<file path="src/rtl/dpram_pkg.sv">
// Shared types and helpers for dual_port_ram.
// The stored word gains one parity bit when DPRAM_PARITY_EN is defined.
package dpram_pkg;

    typedef enum logic {INIT, RUN} state_t;

    // Widest data word that parity_even accepts; callers zero-extend into it.
    localparam int unsigned PARITY_MAX_W = 64;

`ifdef DPRAM_PARITY_EN
    localparam int unsigned STORE_EXTRA_BITS = 1;
`else
    localparam int unsigned STORE_EXTRA_BITS = 0;
`endif

    function automatic logic parity_even(input logic [PARITY_MAX_W-1:0] data);
        return ^data;
    endfunction

endpackage

</file>
<file path="src/rtl/dpram_init_ctrl.sv">
// Post-reset clear sequencer for dual_port_ram: walks every word once,
// then holds RUN and raises init_done.
module dpram_init_ctrl
    import dpram_pkg::*;
#(
    parameter int DEPTH      = 16,
    parameter int ADDR_WIDTH = 4
) (
    input  logic                  clk,
    input  logic                  rst,
    output logic                  init_done,
    output logic                  clr_en,
    output logic [ADDR_WIDTH-1:0] clr_addr
);

    localparam logic [ADDR_WIDTH-1:0] LAST = ADDR_WIDTH'(DEPTH - 1);

    state_t                state;
    state_t                state_nxt;
    logic [ADDR_WIDTH-1:0] count;
    logic [ADDR_WIDTH-1:0] count_nxt;

    always_ff @(posedge clk or negedge rst) begin
        if (!rst) begin
            state <= INIT;
            count <= '0;
        end else begin
            state <= state_nxt;
            count <= count_nxt;
        end
    end

    always_comb begin
        state_nxt = state;
        count_nxt = count;
        clr_en    = 1'b0;
        clr_addr  = count;
        case (state)
            INIT: begin
                clr_en = 1'b1;
                if (count == LAST) begin
                    state_nxt = RUN;
                end else begin
                    count_nxt = count + 1'b1;
                end
            end
            RUN: begin
                state_nxt = RUN;
            end
            default: begin
                state_nxt = INIT;
            end
        endcase
    end

    assign init_done = (state == RUN);

endmodule

</file>
<file path="src/rtl/dual_port_ram.sv">
// True dual-port RAM with post-reset clear, A-wins write collisions and
// read-first semantics. Optional per-word parity via DPRAM_PARITY_EN.
module dual_port_ram
    import dpram_pkg::*;
#(
    parameter int DEPTH      = 16,
    parameter int WIDTH      = 8,
    parameter int ADDR_WIDTH = 4
) (
    input  logic                  clk,
    input  logic                  rst,
    input  logic                  a_valid,
    output logic                  a_ready,
    input  logic                  a_wr_rd,
    input  logic [ADDR_WIDTH-1:0] a_addr,
    input  logic [WIDTH-1:0]      a_wdata,
    output logic [WIDTH-1:0]      a_rdata,
    output logic                  a_rvalid,
    output logic                  a_perr,
    input  logic                  b_valid,
    output logic                  b_ready,
    input  logic                  b_wr_rd,
    input  logic [ADDR_WIDTH-1:0] b_addr,
    input  logic [WIDTH-1:0]      b_wdata,
    output logic [WIDTH-1:0]      b_rdata,
    output logic                  b_rvalid,
    output logic                  b_perr,
    output logic                  init_done
);

    localparam int unsigned         SW      = WIDTH + STORE_EXTRA_BITS;
    localparam logic [ADDR_WIDTH:0] DEPTH_L = (ADDR_WIDTH + 1)'(DEPTH);

    logic [SW-1:0] mem [DEPTH];

    logic                  clr_en;
    logic [ADDR_WIDTH-1:0] clr_addr;

    dpram_init_ctrl #(
        .DEPTH      (DEPTH),
        .ADDR_WIDTH (ADDR_WIDTH)
    ) u_init_ctrl (
        .clk       (clk),
        .rst       (rst),
        .init_done (init_done),
        .clr_en    (clr_en),
        .clr_addr  (clr_addr)
    );

    function automatic logic [SW-1:0] pack_word(input logic [WIDTH-1:0] d);
`ifdef DPRAM_PARITY_EN
        logic [PARITY_MAX_W-1:0] ext;
        ext            = '0;
        ext[WIDTH-1:0] = d;
        return {parity_even(ext), d};
`else
        return d;
`endif
    endfunction

    assign a_ready = init_done;
    assign b_ready = init_done;

    logic a_in, b_in, a_wen, b_wen, a_ren, b_ren, b_wen_eff;

    assign a_in  = ({1'b0, a_addr} < DEPTH_L);
    assign b_in  = ({1'b0, b_addr} < DEPTH_L);
    assign a_wen = a_valid & a_ready & a_wr_rd & a_in;
    assign b_wen = b_valid & b_ready & b_wr_rd & b_in;
    assign a_ren = a_valid & a_ready & ~a_wr_rd;
    assign b_ren = b_valid & b_ready & ~b_wr_rd;
    // Port A owns an address both ports write in the same cycle.
    assign b_wen_eff = b_wen & ~(a_wen & (a_addr == b_addr));

    always_ff @(posedge clk) begin
        if (clr_en) begin
            mem[clr_addr] <= '0;
        end else begin
            if (a_wen) begin
                mem[a_addr] <= pack_word(a_wdata);
            end
            if (b_wen_eff) begin
                mem[b_addr] <= pack_word(b_wdata);
            end
        end
    end

    logic [SW-1:0] a_word, b_word;
    logic          a_bad, b_bad;

    assign a_word = mem[a_addr];
    assign b_word = mem[b_addr];

`ifdef DPRAM_PARITY_EN
    function automatic logic word_bad(input logic [SW-1:0] w);
        logic [PARITY_MAX_W-1:0] ext;
        ext            = '0;
        ext[WIDTH-1:0] = w[WIDTH-1:0];
        return parity_even(ext) != w[WIDTH];
    endfunction

    assign a_bad = word_bad(a_word);
    assign b_bad = word_bad(b_word);
`else
    assign a_bad = 1'b0;
    assign b_bad = 1'b0;
`endif

    // Reads sample the array before this edge's writes land: read-first.
    always_ff @(posedge clk or negedge rst) begin
        if (!rst) begin
            a_rdata  <= '0;
            a_rvalid <= 1'b0;
            a_perr   <= 1'b0;
        end else if (a_ren) begin
            a_rvalid <= 1'b1;
            a_rdata  <= a_in ? a_word[WIDTH-1:0] : '0;
            a_perr   <= a_in & a_bad;
        end else begin
            a_rvalid <= 1'b0;
            a_perr   <= 1'b0;
        end
    end

    always_ff @(posedge clk or negedge rst) begin
        if (!rst) begin
            b_rdata  <= '0;
            b_rvalid <= 1'b0;
            b_perr   <= 1'b0;
        end else if (b_ren) begin
            b_rvalid <= 1'b1;
            b_rdata  <= b_in ? b_word[WIDTH-1:0] : '0;
            b_perr   <= b_in & b_bad;
        end else begin
            b_rvalid <= 1'b0;
            b_perr   <= 1'b0;
        end
    end

endmodule

</file>
<file path="config.mk">
export PLATFORM = sky130hd
export DESIGN_NAME = dual_port_ram
export DESIGN_NICKNAME = d
export VERILOG_FILES = /design/src/rtl/dpram_pkg.sv /design/src/rtl/dpram_init_ctrl.sv /design/src/rtl/dual_port_ram.sv
export SDC_FILE = /design/constraint.sdc
export NUM_CORES = 1
export LEC_CHECK = 0
export ABC_CLOCK_PERIOD_IN_PS = 3100
export BUFFER_PORTS_ARGS = -buffer_cell sky130_fd_sc_hd__buf_4
export CAP_MARGIN = 15
export CORE_AREA = 2 2 132 134
export CTS_CLUSTER_DIAMETER = 200
export DETAILED_ROUTE_END_ITERATION = 10
export DIE_AREA = 0 0 134 136
export GPL_TIMING_DRIVEN = 0
export PLACE_DENSITY = 0.71
export SYNTH_ARGS = -nofsm -noshare
export SYNTH_HDL_FRONTEND = slang
export SYNTH_SLANG_ARGS = --single-unit
</file>
<file path="constraint.sdc">
create_clock -name clk -period 3.1 [get_ports clk]
set_input_delay 0.93 -clock clk [delete_from_list [all_inputs] [get_ports clk]]
set_output_delay 0.93 -clock clk [all_outputs]
set_load 0.01 [all_outputs]
</file>
* After elaboration in Yosys (flattened, before gate mapping) *
Memories as Yosys holds them, arrays and structs flattened. A register that Yosys moved wholly into a read port is not among the register bits.
Cells that the tools add are included.

storage, ports and cells
  register bits = 7
  latch bits = 0
  memory bits (writable) = 128
  bits in read-only memories = 0
  input port bits = 30
  output and inout bits = 23
  word-level logic and storage cells = 39
  memories = 1

memories
  memory  words  bits a word  rd ports  clocked after memory_dff  wr ports  line                 text
  mem     16     8            2         2                         2         dual_port_ram.sv:34  logic [SW-1:0] mem [DEPTH];

cells by class
  add/sub/neg operators = 1
  $mul = 0
  div/mod/pow operators = 0
  $lt $le $gt $ge = 0
  equal/unequal tests = 2
  shift-type cells = 0
  mux-type cells = 14
  bitwise operators = 13
  reduce and logical (&&, ||, !) cells = 4

operators with widths
  operator             count
  $mux 1               11
  $and 1x1->1          8
  $mux 8               1
  $reduce_or 8->1      1
  $not 1->1            5
  $add 4x1->4 const B  1
  $eq 4x4->1           1
  $eq 4x4->1 const B   1
  $mux 4               1
  $logic_not 1->1      2
  $pmux 1 s2           1
  $reduce_and 2->1     1

* Depth between registers and ports, before layout *
  depth after elaboration = 8
  depth in mapped cells = 8

* Modules after synthesis *
From an unflattened synthesis, not the netlist that was laid out.

second synthesis, totals
  cell total of the unflattened synthesis = 603
  area, all modules = 9107.5 µm²

modules (own cells, without submodules)
  module           times used  cells an instance  area an instance (µm²)  sequential area each (µm²)
  dual_port_ram    1           586                8876.0                  4294.1
  dpram_init_ctrl  1           17                 231.5                   125.1

* Least setup slack after synthesis *
Ideal clock, no wire load.

  kind = input -> register
  start = input port a_addr[1]
  end = memory mem[11][0] in the netlist's numbering, enable pin
  arrival = 2414 ps
  required time = 2716 ps
  setup slack = 302 ps
  stages on the path = 5
  path buffers = 3
  path through = buf_4 > buf_2 > buf_2 > a31oi_1 > o21ai_0

RTL lines
  element             line                 text
  start: declaration  dual_port_ram.sv:15  input logic [ADDR_WIDTH-1:0] a_addr,
  end: declaration    dual_port_ram.sv:34

==> metrics.md <==
| Metric | Value |
|---|---|
| RSZ-0062 raised after global routing | yes |
| CTS max path bufs | 2 |
| Largest cells by area after synthesis | edfxtp_1 42%, mux2_2 13%, mux4_2 10% |
| Die ar. | 0.0182 mm2 |
| Synth Cell Area | 0.00912 mm2 |
| Post-synth EDFFs | 128 |
| Reg-to-reg startpoint | u_init_ctrl.init_done |
| Ports | 53 |
| Synth cell types | 49 |
| Hold slack final | 0.416 ns |
| Post-CTS resize count | 0 |
| Layout cells sized above 1 | 43.4% |
| Overall power | 4.84 mW |
| Crit path largest cell delay | 0.83 ns |
| Synth top area share | 42.1% |
| Core area | 0.0169 mm2 |
| Final setup fails | 14 |
| Sequential-to-total area share from yosys stat | 48.5% |
| Final setup margin | -0.187 ns |
| Cell taking the most area after synthesis | edfxtp_1 |
| DR vias | 6795 |
| Synth Register Bits | 151 |
| CTS H-tree depth | 4 |
| Largest net degree at the start of global routing | 24 |
| Outcome | finished, violations left |
| CTS buffer count | 17 |
| Reg2Reg Setup Slack | 0.10 ns |
| Overall Global Routing Usage | 36.0% |
| Drt pass-1 iters | 6 |
| Wirelength, routed | 31.8 mm |
| Relative slew slack | 17.8% |
| Die width | 134 um |
| Peak VDD IR | 0.415 mV |
| Hold buffers post-CTS | 0 |
| Cell count after synthesis | 632 |
| Average wire per standard cell | 33.3 um |
| CP Buf/Inv Count | 4 |
| Most frequent cell after synthesis | edfxtp_1 |
| Row count | 48 |
| CP Capture Type | register |
| Crit path required time | 3.24 ns |
| Final-report hold violation count | 0 |
| Leakage | 4.21 nW |
| Worst Tran Pin Value | 1.23 ns |
| FILL cells | 1261 |
| Async SR Flop Fraction | 15.2% |
| Path type of the worst min-delay path | input pin to async pin |
| PwrDens | 461 mW/mm2 |
| Antenna-violating nets left | 0 |
| Grt ovf | 0 |
| Starting Density | 54.0% |
| Max-slew violation count | 0 |
| Crit Path Max Fanout | 10 |
| CP cell instances | buf_4 > buf_2 > buf_2 > a31oi_1 > o21ai_1 > buf_4 |
| Minimum clock period | 3.29 ns |
| P&R area growth vs syn | 15.1% |
| Worst setup path start | a_addr[1] |
| Avg Inst Size Synth | 14.4 um2 |
| Vert. Die Dim | 136 um |
| Number of global-route vias before repair | 6551 |
| Antenna violations before repair | 0 |
| Setup Buffers After CTS | 0 |
| Total of max-cap violations | 0 |
| CTS sink cnt | 151 |
| Skew final | 0.00596 ns |
| Final Wtd Congestion | 0.985 |
| Syn. warnings | 0 |
| Post-synth top cells | 128 x edfxtp_1, 104 x mux2_2, 60 x mux2i_1 |
| Top FF cell, synth | edfxtp_1 |
| Global-route wire length before repair | 45.1 mm |
| Root buf cell | clkbuf_16 |
| # nets final | 747 |
| Setup Slack @ Placement | -0.468 ns |
| Port buffer count | 48 |
| # DRC | 0 |
| Crit path DAT | 3.42 ns |
| Peak Freq | 304 MHz |
| Worst skew pair latency | 0.43 ns |
| Reg2Reg Capture Point | mem[11][6] |
| Failing checks | negative setup slack |
| Vias per std cell | 7.12 |
| Critical path's slowest cell | o21ai_1 |
| Crit Path Category | input pin to register |
| DR iter-0 viols | 1374 |
| Post-DP HPWL | 21.2 mm |
| R2R depth | 8 |
| Tcrit/Tclk final | 106% |
| CP Launch Type | input pin |
| Crit-path leading delay family | buffers and inverters |
| CTS clk-pin slew, worst paths | 0.06 ns |
| CTS tree | done |
[flip-flops by register name, indices dropped and copies added (netlist names)]
name	count
b_rdata	8
u_init_ctrl.clr_addr	4
a_rvalid	1
mem	128
a_rdata	8
b_rvalid	1
u_init_ctrl.init_done	1
[metal layers]
layer	up-vias	global-route usage (%)	routed length [um]
li1	2680	-	-
met1	3332	46.3	11300
met2	626	55.0	14200
met3	157	10.3	4230
met4	0	20.4	2030
met5	-	0	0
[per-stage QoR]
step	area (um2)	utilization, %	cells	setup TNS [ns]
2_1_floorplan	9120	-	633	0
3_3_place_gp	9770	57.9	906	-113.89
3_5_place_dp	9940	58.9	922	-35.28
4_1_cts	10500	62.1	953	-0.158
5_1_grt	10500	62.2	953	-1.57
6_report	10500	62.2	954	-1.45
[cell families (layout without fill, tap and decap cells)]
group | Yosys count | count (layout) | synth area share (%)
buffers and inverters | 67 | 162 | 3.96
other | 1 | 3 | 0.0411
adders and majority gates | 1 | 1 | 0.137
xor gates and xnor gates | 7 | 7 | 0.672
muxes | 230 | 230 | 33.6
AOI/OAI and AO/OA | 85 | 85 | 7.79
and+or+nand+nor | 90 | 90 | 5.31
DFF | 151 | 151 | 48.5
[placed cells by master, fill, tap and decap left out, types with 7 or more instances in the layout]
cell type / count
nand2_1: 16
nor2_1: 25
o211ai_4: 7
dfrtp_1: 23
mux2_4: 24
a2bb2oi_1: 7
clkbuf_1: 27
o211a_1: 9
buf_4: 57
o21bai_1: 7
a31oi_1: 14
and2_0: 8
edfxtp_1: 128
clkbuf_16: 17
mux4_2: 41
mux2i_1: 60
buf_6: 22
o22ai_1: 11
nand3_1: 8
mux2_2: 104
buf_2: 21
[worst max path at each step]
stage	cells past startpoint	slack [ns]	end
after floorplan	5	0.30	mem[11][0]
after global placement	5	-1.32	mem[10][4]
after detailed placement	6	-0.47	mem[11][0]
after CTS	6	-0.02	mem[11][6]
after global routing	6	-0.18	mem[11][2]
final	6	-0.19	mem[11][6]
[power by group]
group          switching, mW  internal [mW]
clock                  0.870           1.10
sequential            0.0233           2.24
combinational          0.356          0.253
[final cells by class]
cell class / instances / area (um2) / share of cell area, %
clock inverters: 12 / 106 / 1.01
diodes: 1 / 2.50 / 0.0238
well taps: 225 / 282 / 2.68
plain buffers: 63 / 348 / 3.31
clock buffers: 19 / 433 / 4.12
flip-flops and latches: 151 / 4420 / 42.1
multi-input cells: 415 / 4360 / 41.5
repair buffers: 64 / 537 / 5.11
inverters: 4 / 16.3 / 0.155
Note: power is estimated with default switching activity, not from simulation.
